`src/rtl/softusb_pktrx.sv`:
```
// USB packet receiver: classifies packets by PID, extracts token fields, streams DATA
// payload through a 2-byte delay line so the CRC16 bytes are never emitted, and checks CRC5/CRC16.
//
// state     | meaning
// ----------+-----------------------------------------------------------
// IDLE      | waiting for rx_active to rise
// PID       | waiting for the PID byte
// TOK1      | token, waiting for byte 1 (addr, endp[0])
// TOK2      | token, waiting for byte 2 (endp[3:1], crc5)
// DATA      | DATA0/DATA1 payload + CRC16 bytes
// HS        | handshake received, expecting EOP only
// WAITEOP   | token complete, expecting EOP only
// DISCARD   | malformed packet, drop everything until EOP
module softusb_pktrx #(
  parameter int MAX_PAYLOAD = 64
) (
  input  logic       usb_clk,
  input  logic       usb_rst_n,
  input  logic [7:0] rx_data,
  input  logic       rx_valid,
  input  logic       rx_active,
  output logic [3:0] pid,
  output logic       tok_done,
  output logic [6:0] tok_addr,
  output logic [3:0] tok_endp,
  output logic [7:0] data_byte,
  output logic       data_strobe,
  output logic       data_done,
  output logic       hs_done,
  output logic       crc_ok,
  output logic       err
);

  typedef enum logic [2:0] {
    S_IDLE, S_PID, S_TOK1, S_TOK2, S_DATA, S_HS, S_WAITEOP, S_DISCARD
  } state_t;

  localparam int CW = $clog2(MAX_PAYLOAD + 4);
  localparam logic [CW-1:0] CNT_LAST = CW'(MAX_PAYLOAD + 2);
  localparam logic [CW-1:0] CNT_TWO  = CW'(2);

  function automatic logic [4:0] crc5_byte(input logic [4:0] c_in, input logic [7:0] d);
    logic [4:0] c;
    c = c_in;
    for (int i = 0; i < 8; i++) begin
      if (c[4] ^ d[i]) c = {c[3:0], 1'b0} ^ 5'b00101;
      else             c = {c[3:0], 1'b0};
    end
    return c;
  endfunction

  function automatic logic [15:0] crc16_byte(input logic [15:0] c_in, input logic [7:0] d);
    logic [15:0] c;
    c = c_in;
    for (int i = 0; i < 8; i++) begin
      if (c[15] ^ d[i]) c = {c[14:0], 1'b0} ^ 16'h8005;
      else              c = {c[14:0], 1'b0};
    end
    return c;
  endfunction

  state_t state_q, state_d, st_b;
  logic act_q;
  logic [3:0] pid_q, pid_d;
  logic [6:0] tok_addr_q, tok_addr_d;
  logic [3:0] tok_endp_q, tok_endp_d;
  logic [7:0] data_byte_q, data_byte_d;
  logic data_strobe_q, data_strobe_d, data_done_q, data_done_d;
  logic tok_done_q, tok_done_d, hs_done_q, hs_done_d;
  logic crc_ok_q, crc_ok_d, err_q, err_d;
  logic [4:0] crc5_q, crc5_d;
  logic [15:0] crc16_q, crc16_d;
  logic [7:0] dl0_q, dl0_d, dl1_q, dl1_d;
  logic [CW-1:0] cnt_q, cnt_d;

  logic rise, fall, pid_chk, pid_tok, pid_dat, pid_hs, ovf;

  assign rise    = rx_active & ~act_q;
  assign fall    = act_q & ~rx_active;
  assign pid_chk = (rx_data[7:4] == ~rx_data[3:0]);
  assign pid_tok = (rx_data[3:0] == 4'h1) || (rx_data[3:0] == 4'h9) ||
                   (rx_data[3:0] == 4'hD) || (rx_data[3:0] == 4'h5);
  assign pid_dat = (rx_data[3:0] == 4'h3) || (rx_data[3:0] == 4'hB);
  assign pid_hs  = (rx_data[3:0] == 4'h2) || (rx_data[3:0] == 4'hA) ||
                   (rx_data[3:0] == 4'hE);
  assign ovf     = (cnt_q == CNT_LAST);

  always_ff @(posedge usb_clk or negedge usb_rst_n) begin
    if (!usb_rst_n) begin
      state_q <= S_IDLE;
      act_q   <= 1'b1; // a packet already in flight at reset release is not a rise
    end else begin
      state_q <= state_d;
      act_q   <= rx_active;
    end
  end

  // st_b is the state after consuming this cycle's byte; EOP is then judged from it
  always_comb begin
    st_b = state_q;
    case (state_q)
      S_PID: if (rx_valid) begin
        if (!pid_chk)     st_b = S_DISCARD;
        else if (pid_tok) st_b = S_TOK1;
        else if (pid_dat) st_b = S_DATA;
        else if (pid_hs)  st_b = S_HS;
        else              st_b = S_DISCARD;
      end
      S_TOK1:            if (rx_valid) st_b = S_TOK2;
      S_TOK2:            if (rx_valid) st_b = S_WAITEOP;
      S_DATA:            if (rx_valid && ovf) st_b = S_DISCARD;
      S_HS, S_WAITEOP:   if (rx_valid) st_b = S_DISCARD;
      default: ;
    endcase
    state_d = st_b;
    if (state_q == S_IDLE) state_d = rise ? S_PID : S_IDLE;
    else if (fall)         state_d = S_IDLE;
  end

  always_comb begin
    pid_d         = pid_q;
    tok_addr_d    = tok_addr_q;
    tok_endp_d    = tok_endp_q;
    data_byte_d   = data_byte_q;
    crc_ok_d      = crc_ok_q;
    crc5_d        = crc5_q;
    crc16_d       = crc16_q;
    dl0_d         = dl0_q;
    dl1_d         = dl1_q;
    cnt_d         = cnt_q;
    data_strobe_d = 1'b0;
    data_done_d   = 1'b0;
    tok_done_d    = 1'b0;
    hs_done_d     = 1'b0;

    if (state_q == S_IDLE && rise) begin
      crc5_d  = 5'h1F;
      crc16_d = 16'hFFFF;
      cnt_d   = '0;
    end

    if (rx_valid) begin
      case (state_q)
        S_PID: if (pid_chk) pid_d = rx_data[3:0];
        S_TOK1: begin
          tok_addr_d = rx_data[6:0];
          tok_endp_d = {tok_endp_q[3:1], rx_data[7]};
          crc5_d     = crc5_byte(crc5_q, rx_data);
        end
        S_TOK2: begin
          tok_endp_d = {rx_data[2:0], tok_endp_q[0]};
          crc5_d     = crc5_byte(crc5_q, rx_data);
        end
        S_DATA: if (!ovf) begin
          crc16_d = crc16_byte(crc16_q, rx_data);
          cnt_d   = cnt_q + CW'(1);
          dl0_d   = rx_data;
          dl1_d   = dl0_q;
          if (cnt_q >= CNT_TWO) begin
            data_byte_d   = dl1_q;
            data_strobe_d = 1'b1;
          end
        end
        default: ;
      endcase
    end

    err_d = (st_b == S_DISCARD) && (state_q != S_DISCARD);

    if (fall && state_q != S_IDLE) begin
      case (st_b)
        S_WAITEOP: begin
          tok_done_d = 1'b1;
          crc_ok_d   = (crc5_d == 5'b01100);
        end
        S_DATA: begin
          if (cnt_d >= CNT_TWO) begin
            data_done_d = 1'b1;
            crc_ok_d    = (crc16_d == 16'h800D);
          end else begin
            err_d = 1'b1;
          end
        end
        S_HS:                 hs_done_d = 1'b1;
        S_PID, S_TOK1, S_TOK2: err_d    = 1'b1;
        default: ;
      endcase
    end
  end

  always_ff @(posedge usb_clk or negedge usb_rst_n) begin
    if (!usb_rst_n) begin
      pid_q         <= '0;
      tok_addr_q    <= '0;
      tok_endp_q    <= '0;
      data_byte_q   <= '0;
      data_strobe_q <= 1'b0;
      data_done_q   <= 1'b0;
      tok_done_q    <= 1'b0;
      hs_done_q     <= 1'b0;
      crc_ok_q      <= 1'b0;
      err_q         <= 1'b0;
      crc5_q        <= 5'h1F;
      crc16_q       <= 16'hFFFF;
      dl0_q         <= '0;
      dl1_q         <= '0;
      cnt_q         <= '0;
    end else begin
      pid_q         <= pid_d;
      tok_addr_q    <= tok_addr_d;
      tok_endp_q    <= tok_endp_d;
      data_byte_q   <= data_byte_d;
      data_strobe_q <= data_strobe_d;
      data_done_q   <= data_done_d;
      tok_done_q    <= tok_done_d;
      hs_done_q     <= hs_done_d;
      crc_ok_q      <= crc_ok_d;
      err_q         <= err_d;
      crc5_q        <= crc5_d;
      crc16_q       <= crc16_d;
      dl0_q         <= dl0_d;
      dl1_q         <= dl1_d;
      cnt_q         <= cnt_d;
    end
  end

  assign pid         = pid_q;
  assign tok_done    = tok_done_q;
  assign tok_addr    = tok_addr_q;
  assign tok_endp    = tok_endp_q;
  assign data_byte   = data_byte_q;
  assign data_strobe = data_strobe_q;
  assign data_done   = data_done_q;
  assign hs_done     = hs_done_q;
  assign crc_ok      = crc_ok_q;
  assign err         = err_q;

endmodule

```
`config.mk`:
```
export PLATFORM = sky130hd
export DESIGN_NAME = softusb_pktrx
export DESIGN_NICKNAME = d
export VERILOG_FILES = /design/src/rtl/softusb_pktrx.sv
export SDC_FILE = /design/constraint.sdc
export NUM_CORES = 1
export LEC_CHECK = 0
export ABC_AREA = 1
export CORE_ASPECT_RATIO = 1.75
export CORE_UTILIZATION = 40
export DETAILED_ROUTE_END_ITERATION = 8
export PLACE_DENSITY_LB_ADDON = 0.05
export SYNTH_ARGS = -nofsm -noshare
export SYNTH_HDL_FRONTEND = slang
export SYNTH_SLANG_ARGS = --single-unit
```
`constraint.sdc`:
```
create_clock -name usb_clk -period 3 [get_ports usb_clk]
set_clock_uncertainty 0.15 [all_clocks]
set_input_delay 0.75 -clock usb_clk [delete_from_list [all_inputs] [get_ports usb_clk]]
set_output_delay 0.75 -clock usb_clk [all_outputs]
set_load 0.02 [all_outputs]
```
==> impl_metrics.env, run 1 <==
export IMPL_worstPathRequired_ns=3.13
export IMPL_syn_inst=585
export IMPL_finalCritPeriodShare=0.9402
export IMPL_tightest_slew_ns=0.5779
export IMPL_path_max_fanout=4
export IMPL_finalNetCount=695
export IMPL_leakage_nw=2.929
export IMPL_totalWireLength_um=11170
export IMPL_start_util=0.4119
export IMPL_dpl_cell_area_um2=5166
export IMPL_syn_area_um2=4243
export IMPL_yosys_area_share_simple=0.3421
export IMPL_drive_above_1_share=0.1822
export IMPL_status="finished clean"
export IMPL_period_needed_ns=2.821
export IMPL_synth_edf_count=0
export IMPL_num_rows=49
export IMPL_core_area_um2=10300
export IMPL_power_total_mw=5.837
export IMPL_swShare=0.3956
export IMPL_yosys_warnings=0
export IMPL_cts_root_buf="clkbuf_16"
export IMPL_grt_pass1_vias=3978
export IMPL_port_buffers=40
export IMPL_crit_type="in -> reg"
export IMPL_path_cells="clkdlybuf4s50_1, buf_4, xor2_1, nand2_1, nand2_1, nand2_1, nand2_1, nand2_1, nand2_1, nand2_1, nand3_1, nand2_1, nor2_1, nand4_1, nand2_1, nand2_1, nand2_1"
export IMPL_design_area_um2=5517
export IMPL_fin_util=0.5356
export IMPL_synth_area_per_cell_um2=7.253
export IMPL_dr_max_layer_used="met4"
export IMPL_slew_violations=0
export IMPL_cts_tree="built"
export IMPL_drt_iter0_drc=163
export IMPL_synthMuxAreaShare=0
export IMPL_intPower_mw=3.528
export IMPL_wl_met1_um=4448
export IMPL_antenna_found_initial=0
export IMPL_ys_seq_elements=77
export IMPL_cp_end_kind="flip-flop"
export IMPL_mostFrequentLayoutCells="250 x nand2_1, 70 x inv_1, 57 x buf_4, 55 x dfrtp_1, 38 x clkdlybuf4s50_1"
export IMPL_viasPerCell=4.850
export IMPL_cap_violations=0
export IMPL_hp_class="in -> async"
export IMPL_dp_cells=797
export IMPL_drcViolationCount=0
export IMPL_crit_top_cell="nand2_1"
export IMPL_p_switching_mw=2.309
export IMPL_gp_congestion=0.9120
export IMPL_syn_nets=599
export IMPL_met3WireLength_um=283
export IMPL_groute_usage_overall=0.2240
export IMPL_slew_headroom=0.6147
export IMPL_cpLargestDelayFamily="simple AND/OR/NAND/NOR gates"
export IMPL_htreeDepth=3
export IMPL_clock_sinks=77
export IMPL_path_clk_slew_ns=0.06
export IMPL_postCtsSetupRepairBufs=0
export IMPL_routedWlPerCell_um=13.74
export IMPL_grt_max_degree=44
export IMPL_clk_insertion_delay_late_ns=0.34
export IMPL_synth_top_family_by_area="simple AND/OR/NAND/NOR gates"
export IMPL_max_stage_delay_ns=0.56
export IMPL_p_seq_frac=0.315
export IMPL_fmax_ghz=0.3545
export IMPL_die_area_um2=11040
export IMPL_async_flop_share=1.000
export IMPL_startpoint_type="input port"
export IMPL_drt_pass1_iter_count=4
export IMPL_hold_viol_final=0
export IMPL_synth_seq_area_share=0.4606
export IMPL_fin_cells=813
export IMPL_ios=41
export IMPL_dp_hpwl_um=8615
export IMPL_comb_power_share=0.471
export IMPL_cp_arrival_ns=2.95
export IMPL_synth_cell_types=42
export IMPL_layout_commonest_cell="nand2_1"
export IMPL_tns_ns=0
export IMPL_die_y_um=138.2
export IMPL_crit_path_top_delay_cell="clkdlybuf4s50_1"
export IMPL_dr_total_vias=3943
export IMPL_synth_compound_area_share=0.07402
export IMPL_die_w_um=79.86
export IMPL_synthFlopType="dfrtp_1"
export IMPL_final_antenna_net_count=0
export IMPL_cts_buffers=9
export IMPL_grt_overflow=0
export IMPL_grt_pass1_wl_um=18770
export IMPL_wl_met2_um=5931
export IMPL_rsz0062_at_grt="no"
export IMPL_powerDensity_nw_per_um2=1058
export IMPL_synth_fa_ha_area_frac=0.005898
export IMPL_ir_worst_vdd_uv=465.7
export IMPL_num_antenna_cells=0
export IMPL_synth_xor_area_frac=0.03096
export IMPL_pwr_share_clk=0.214
export IMPL_fill_cells=1024
export IMPL_area_delta_synth_final_pct=30.02
export IMPL_clock_path_buffers=2
export IMPL_setup_viol=0
export IMPL_crit_buf_inv=2
## cell usage after synthesis, types with 3 or more instances
master / number / area [um^2]
buf_2: 5 / 25.02
nand3_1: 32 / 160.2
o21ai_2: 4 / 35.03
clkbuf_1: 3 / 11.26
nor2_1: 37 / 138.9
inv_1: 70 / 262.8
nand4_1: 3 / 18.77
nand2_1: 250 / 938.4
xor2_1: 10 / 87.58
o21ai_1: 5 / 25.02
o21ai_0: 33 / 165.2
dfrtp_1: 55 / 1376
nor3_1: 4 / 20.02
xnor2_1: 5 / 43.79
nand2_2: 5 / 31.28
inv_2: 7 / 26.28
dfstp_2: 22 / 578.1
a21oi_1: 4 / 20.02
## flip-flops by register name (all words and copies together), names as in the netlist, 5 cells and up
signal and count:
dl1_q 8, tok_addr 7, cnt_q 7, dl0_q 8, crc16_q 16, crc5_q 5
data_byte 8
## logic make-up (layout without fill, tap and decap cells)
kind of cell	Yosys count	after routing
buf+inv	90	191
flops	77	77
compound gates	54	54
fa+ha+maj	2	2
simple gates	347	347
xor+xnor	15	15
## through the flow
step / hold slack (ns) / setup WS, ns
5_1_grt: 0.2932 / 0.001534
3_3_place_gp: 0.3018 / -0.1692
6_report: 0.2538 / 0.1793
3_5_place_dp: 0.3055 / -0.1534
4_1_cts: 0.2744 / 0.2007
2_1_floorplan: 0.2922 / 0.5995
## metal layers
layer,up-vias,global-route usage
li1,1993,-
met1,1833,0.2479
met2,87,0.3954
met3,30,0.02772
met4,0,0.1363
met5,-,0
## cell type report
| cell class | count | area (um^2) | share of cell area |
|---|---|---|---|
| flip-flops and latches | 77 | 1954 | 0.3543 |
| inverters | 78 | 292.8 | 0.05307 |
| repair buffers | 97 | 840.8 | 0.1524 |
| well taps | 127 | 158.9 | 0.02880 |
| clock buffers | 10 | 229.0 | 0.04151 |
| multi-input cells | 418 | 1929 | 0.3497 |
| clock inverters | 6 | 111.4 | 0.02019 |
## final timing paths
path	startpoint	endpoint	slack [ns]	cells after the start
max	rx_data[1]	crc_ok$_DFFE_PN0P_	0.18	17
min	usb_rst_n	data_byte[2]$_DFFE_PN0P_	0.25	1
max reg2reg	state_q[1]$_DFF_PN0_	crc_ok$_DFFE_PN0P_	0.40	16
min reg2reg	dl1_q[3]$_DFFE_PN0P_	data_byte[3]$_DFFE_PN0P_	0.32	2
max in group asynchronous	usb_rst_n	crc5_q[4]$_DFF_PN1_	1.78	2
min in group usb_clk	dl1_q[3]$_DFFE_PN0P_	data_byte[3]$_DFFE_PN0P_	0.32	2
## worst reg2reg max path, cell delays in order, from the launching register on
cell,delay [ns]
dfrtp_1,0.46
nor2_4,0.26
nand3_4,0.14
nor2_4,0.33
buf_4,0.20
nand2_2,0.06
o21ai_2,0.07
nand2_1,0.08
nor2_1,0.10
nand2_1,0.06
nor2_1,0.08
nand2_1,0.05
nor2_1,0.19
nand4_1,0.12
nand2_1,0.08
nand2_1,0.05
nand2_1,0.05
## what timing repair did
action / CTS / global route
hold buffers: 0 / 0
setup endpoints to repair: 0 / 1
gates resized for setup: 0 / 2
hold endpoints to repair: 0 / 0
## power groups by stage
| stage | clock network, mW | registers [mW] | logic (mW) |
|---|---|---|---|
| CTS | 1.28 | 1.84 | 2.76 |
| floorplan | 0 | 1.96 | 1.54 |
| global route | 1.33 | 1.89 | 3.11 |
| detailed placement | 0 | 1.85 | 2.74 |
| global placement | 0 | 1.84 | 2.72 |
| finish | 1.25 | 1.84 | 2.75 |
Power figures use the tool's default switching activity.
==> run 2: changes to the inputs <==
--- a/config.mk
+++ b/config.mk
@@ -7,6 +7,7 @@
 export LEC_CHECK = 0
 export ABC_AREA = 1
 export CORE_ASPECT_RATIO = 1.75
+export CORE_MARGIN = 5
 export CORE_UTILIZATION = 40
 export DETAILED_ROUTE_END_ITERATION = 8
 export PLACE_DENSITY_LB_ADDON = 0.05
==> impl_metrics.env, run 2 (synthesis results as in run 1) <==
export IMPL_routedWlPerCell_um=13.20
export IMPL_mostFrequentLayoutCells="249 x nand2_1, 69 x inv_1, 61 x buf_4, 55 x dfrtp_1"
export IMPL_grt_overflow=0
export IMPL_htreeDepth=3
export IMPL_path_clk_slew_ns=0.06
export IMPL_antenna_found_initial=0
export IMPL_cp_end_kind="flip-flop"
export IMPL_grt_pass1_vias=3799
export IMPL_status="finished clean"
export IMPL_cts_tree="built"
export IMPL_finalNetCount=699
export IMPL_max_stage_delay_ns=0.61
export IMPL_cp_arrival_ns=2.90
export IMPL_path_cells="clkdlybuf4s50_1, inv_2, nand2_1, nand3_1, nor2_1, nand3_1, nand2_1, o21ai_1, nand2_1, nand2_1, nand2_1, nand2_1, nor2_2, buf_4, nand4_1, nand2_1, nand2_1, nand2_1"
export IMPL_power_total_mw=5.755
export IMPL_fin_util=0.5336
export IMPL_slew_violations=0
export IMPL_crit_type="in -> reg"
export IMPL_totalWireLength_um=10790
export IMPL_viasPerCell=4.701
export IMPL_slew_headroom=0.5718
export IMPL_startpoint_type="input port"
export IMPL_cts_root_buf="clkbuf_16"
export IMPL_final_antenna_net_count=0
export IMPL_fmax_ghz=0.3601
export IMPL_groute_usage_overall=0.1805
export IMPL_cap_violations=0
export IMPL_clock_path_buffers=2
export IMPL_num_rows=49
export IMPL_clk_insertion_delay_late_ns=0.34
export IMPL_die_w_um=87.86
export IMPL_area_delta_synth_final_pct=30.32
export IMPL_rsz0062_at_grt="no"
export IMPL_drcViolationCount=0
export IMPL_drt_iter0_drc=215
export IMPL_hold_viol_final=0
export IMPL_finalCritPeriodShare=0.9258
export IMPL_largest_register_ffs=16
export IMPL_die_y_um=146.2
export IMPL_cts_resized=0
export IMPL_layout_commonest_cell="nand2_1"
export IMPL_drive_above_1_share=0.1899
export IMPL_fill_cells=1020
export IMPL_hold_buffers=0
export IMPL_setup_viol=0
export IMPL_clock_sinks=77
export IMPL_crit_top_cell="nand2_1"
export IMPL_num_antenna_cells=0
export IMPL_start_util=0.4095
export IMPL_cts_buffers=9
export IMPL_dr_total_vias=3841
export IMPL_tns_ns=0
export IMPL_leakage_nw=2.948
export IMPL_tightest_slew_ns=0.6423
export IMPL_path_max_fanout=6
export IMPL_hp_class="in -> async"
export IMPL_core_area_um2=10360
export IMPL_crit_path_top_delay_cell="clkdlybuf4s50_1"
export IMPL_powerDensity_nw_per_um2=1041
export IMPL_dp_hpwl_um=8438
export IMPL_regMostFlops="crc16_q"
export IMPL_drt_pass1_iter_count=4
export IMPL_period_needed_ns=2.777
export IMPL_grt_max_degree=51
export IMPL_postCtsSetupRepairBufs=0
export IMPL_worstPathRequired_ns=3.13
export IMPL_fin_ws_ns=0.2226
export IMPL_ir_worst_vdd_uv=533.1
export IMPL_die_area_um2=12850
export IMPL_whs_ns=0.2931
export IMPL_port_buffers=40
export IMPL_pre_cts_slack_ns=-0.1867
export IMPL_ios=41
export IMPL_gp_congestion=0.8675
export IMPL_grt_pass1_wl_um=18070
run 2: layer usage:
layer / vias to the layer above / GRT usage / share of wire
met5: - / 0 / 0
met4: 0 / 0.07680 / 0.032
met3: 21 / 0.03890 / 0.033
met2: 61 / 0.3233 / 0.53
met1: 1752 / 0.1991 / 0.40
li1: 2007 / - / -
run 2: final cells by class:
cell class,instances,area [um^2],share of cell area
flip-flops and latches,77,1954,0.3535
multi-input cells,418,1924,0.3480
repair buffers,101,873.3,0.1580
inverters,78,292.8,0.05295
clock buffers,9,225.2,0.04073
well taps,127,158.9,0.02874
clock inverters,7,100.1,0.01810
run 2: report_power, final:
group / total [mW] / switching [mW] / internal (mW)
Clock: 1.17 / 0.435 / 0.732
Combinational: 2.77 / 1.57 / 1.20
Sequential: 1.82 / 0.280 / 1.54
run 2: final timing paths:
| path | start | to | slack [ns] | depth (start not counted) |
|---|---|---|---|---|
| worst max register to register | cnt_q[0]$_DFF_PN0_ | crc_ok$_DFFE_PN0P_ | 0.39 | 16 |
| worst max-delay path | rx_data[2] | crc_ok$_DFFE_PN0P_ | 0.22 | 18 |
| min in group usb_clk | dl1_q[6]$_DFFE_PN0P_ | data_byte[6]$_DFFE_PN0P_ | 0.31 | 2 |
| worst min-delay path | usb_rst_n | dl1_q[2]$_DFFE_PN0P_ | 0.29 | 1 |
| max in group asynchronous | usb_rst_n | crc16_q[15]$_DFF_PN1_ | 1.71 | 2 |
| worst min register to register | dl1_q[6]$_DFFE_PN0P_ | data_byte[6]$_DFFE_PN0P_ | 0.31 | 2 |
run 2: critical path: cells and delay by family:
kind,cells,cell delay (ns)
and+or+nand+nor,14,1.19
buffers and inverters,3,0.89
AOI/OAI and AO/OA,1,0.07
run 2: per-stage QoR:
stage,std cells,cell area (um^2)
after global placement,801,5196
after floorplan,585,4243
after global routing,817,5529
after CTS,817,5522
after detailed placement,801,5196
final,817,5529
==> run 3: changes to the inputs <==
--- a/config.mk
+++ b/config.mk
@@ -6,11 +6,14 @@
 export NUM_CORES = 1
 export LEC_CHECK = 0
 export ABC_AREA = 1
+export CELL_PAD_IN_SITES_DETAIL_PLACEMENT = 2
+export CELL_PAD_IN_SITES_GLOBAL_PLACEMENT = 2
 export CORE_ASPECT_RATIO = 1.75
 export CORE_MARGIN = 5
-export CORE_UTILIZATION = 40
+export CORE_UTILIZATION = 33
 export DETAILED_ROUTE_END_ITERATION = 8
 export PLACE_DENSITY_LB_ADDON = 0.05
+export SKIP_CTS_REPAIR_TIMING = 1
 export SYNTH_ARGS = -nofsm -noshare
 export SYNTH_HDL_FRONTEND = slang
 export SYNTH_SLANG_ARGS = --single-unit
==> constraint.sdc (replaced) <==
create_clock -name usb_clk -period 3.1 [get_ports usb_clk]
set_clock_uncertainty 0.15 [all_clocks]
set_input_delay 0.775 -clock usb_clk [delete_from_list [all_inputs] [get_ports usb_clk]]
set_output_delay 0.775 -clock usb_clk [all_outputs]
set_load 0.02 [all_outputs]
==> impl_metrics.env, run 3 (synthesis results as in run 1) <==
export IMPL_status="finished clean"
export IMPL_max_stage_delay_ns=0.48
export IMPL_fill_cells=1505
export IMPL_tightest_slew_ns=0.4682
export IMPL_totalWireLength_um=15380
export IMPL_hp_class="in -> async"
export IMPL_cts_tree="built"
export IMPL_grtUsageMet1=0.2162
export IMPL_drive_above_1_share=0.2023
export IMPL_mostFrequentLayoutCells="250 x nand2_1, 70 x inv_1, 68 x buf_4, 55 x dfrtp_1"
export IMPL_path_clk_slew_ns=0.07
export IMPL_num_antenna_cells=0
export IMPL_grt_use_met3=0.03343
export IMPL_ir_worst_vdd_uv=360.9
export IMPL_viasPerCell=4.801
export IMPL_tns_ns=0
export IMPL_path_max_fanout=4
export IMPL_rr_startpoint="cnt_q[0]$_DFF_PN0_"
export IMPL_antenna_found_initial=0
export IMPL_fin_cells=865
export IMPL_grt_overflow=0
export IMPL_die_area_um2=15310
export IMPL_startpoint_type="input port"
export IMPL_core_area_um2=12570
export IMPL_powerDensity_nw_per_um2=1047
export IMPL_path_cells="clkdlybuf4s50_1, buf_4, xnor2_2, xor2_1, xor2_1, inv_1, nand2_1, nand3_1, nand2_1, nand2_1, nor2_1, nand2_1, nand2_1, nand2_1, nand2_1"
export IMPL_power_total_mw=5.928
export IMPL_ios=41
export IMPL_die_w_um=95.72
export IMPL_finalNetCount=706
export IMPL_num_rows=54
export IMPL_routedWlPerCell_um=17.78
export IMPL_setup_viol=0
export IMPL_leakage_nw=3.003
export IMPL_grt_busiest_layer="met2"
export IMPL_crit_path_top_delay_cell="clkdlybuf4s50_1"
export IMPL_gp_congestion=0.8024
export IMPL_fin_ws_ns=0.1550
export IMPL_startpoint="rx_data[0]"
export IMPL_period_needed_ns=2.945
export IMPL_cp_arrival_ns=3.09
export IMPL_finalCritPeriodShare=0.9500
export IMPL_final_antenna_net_count=0
export IMPL_fmax_ghz=0.3396
export IMPL_htreeDepth=3
export IMPL_design_area_um2=5664
export IMPL_layout_commonest_cell="nand2_1"
export IMPL_cp_end_kind="flip-flop"
export IMPL_worstPathRequired_ns=3.24
export IMPL_cts_root_buf="clkbuf_16"
export IMPL_clock_path_buffers=2
export IMPL_start_util=0.3376
export IMPL_dpl_cell_area_um2=5293
export IMPL_whs_ns=0.2116
export IMPL_grt_pass1_wl_um=25250
export IMPL_crit_top_cell="nand2_1"
export IMPL_fin_util=0.4507
export IMPL_drcViolationCount=0
export IMPL_groute_usage_overall=0.2162
export IMPL_cts_buffers=9
export IMPL_pre_cts_slack_ns=-0.3270
export IMPL_drt_pass1_iter_count=5
export IMPL_cap_violations=0
export IMPL_grt_max_degree=31
export IMPL_largest_register_ffs=16
export IMPL_die_y_um=160
export IMPL_drt_iter0_drc=101
export IMPL_area_delta_synth_final_pct=33.50
export IMPL_gr_usage_met2=0.4226
export IMPL_hold_viol_final=0
export IMPL_clock_sinks=77
export IMPL_slew_violations=0
export IMPL_dr_total_vias=4153
export IMPL_slew_headroom=0.6855
export IMPL_port_buffers=40
export IMPL_grt_pass1_vias=4889
export IMPL_dp_hpwl_um=11860
export IMPL_crit_type="in -> reg"
export IMPL_clk_insertion_delay_late_ns=0.35
export IMPL_dp_cells=848
export IMPL_regMostFlops="crc16_q"
==> run 3: cell type report <==
| type | count | area (um^2) | area share |
|---|---|---|---|
| repair buffers | 108 | 925.9 | 0.1635 |
| multi-input cells | 418 | 1959 | 0.3459 |
| well taps | 168 | 210.2 | 0.03711 |
| clock buffers | 9 | 225.2 | 0.03976 |
| clock inverters | 7 | 96.34 | 0.01701 |
| flip-flops and latches | 77 | 1954 | 0.3450 |
| inverters | 78 | 292.8 | 0.05169 |
==> run 3: where the power goes <==
group          total, mW  switching, mW  internal (mW)
Combinational       2.97           1.76           1.21
Sequential          1.80          0.307           1.49
Clock               1.16          0.449          0.709
Total               5.93           2.52           3.41
==> run 3: layer usage <==
metal  vias up  part of all wire
li1       2014                 -
met1      2059              0.36
met2        54              0.58
met3        26             0.023
met4         0             0.032
met5         -                 0
==> run 3: worst paths after layout <==
path / endpoint / slack [ns] / cells past startpoint
setup reg to reg: crc_ok$_DFFE_PN0P_ / 0.37 / 17
hold reg to reg: data_byte[0]$_DFFE_PN0P_ / 0.32 / 2
min in group usb_clk: data_byte[0]$_DFFE_PN0P_ / 0.32 / 2
setup / recovery: crc_ok$_DFFE_PN0P_ / 0.16 / 15
max in group asynchronous: crc5_q[1]$_DFF_PN1_ / 1.91 / 2
hold / removal: data_byte[2]$_DFFE_PN0P_ / 0.21 / 1
==> run 3: worst max-delay path: cells and delay by family <==
family	cells	cell delay, ns
xor gates and xnor gates	3	0.72
and+or+nand+nor	9	0.80
buffers and inverters	3	0.80
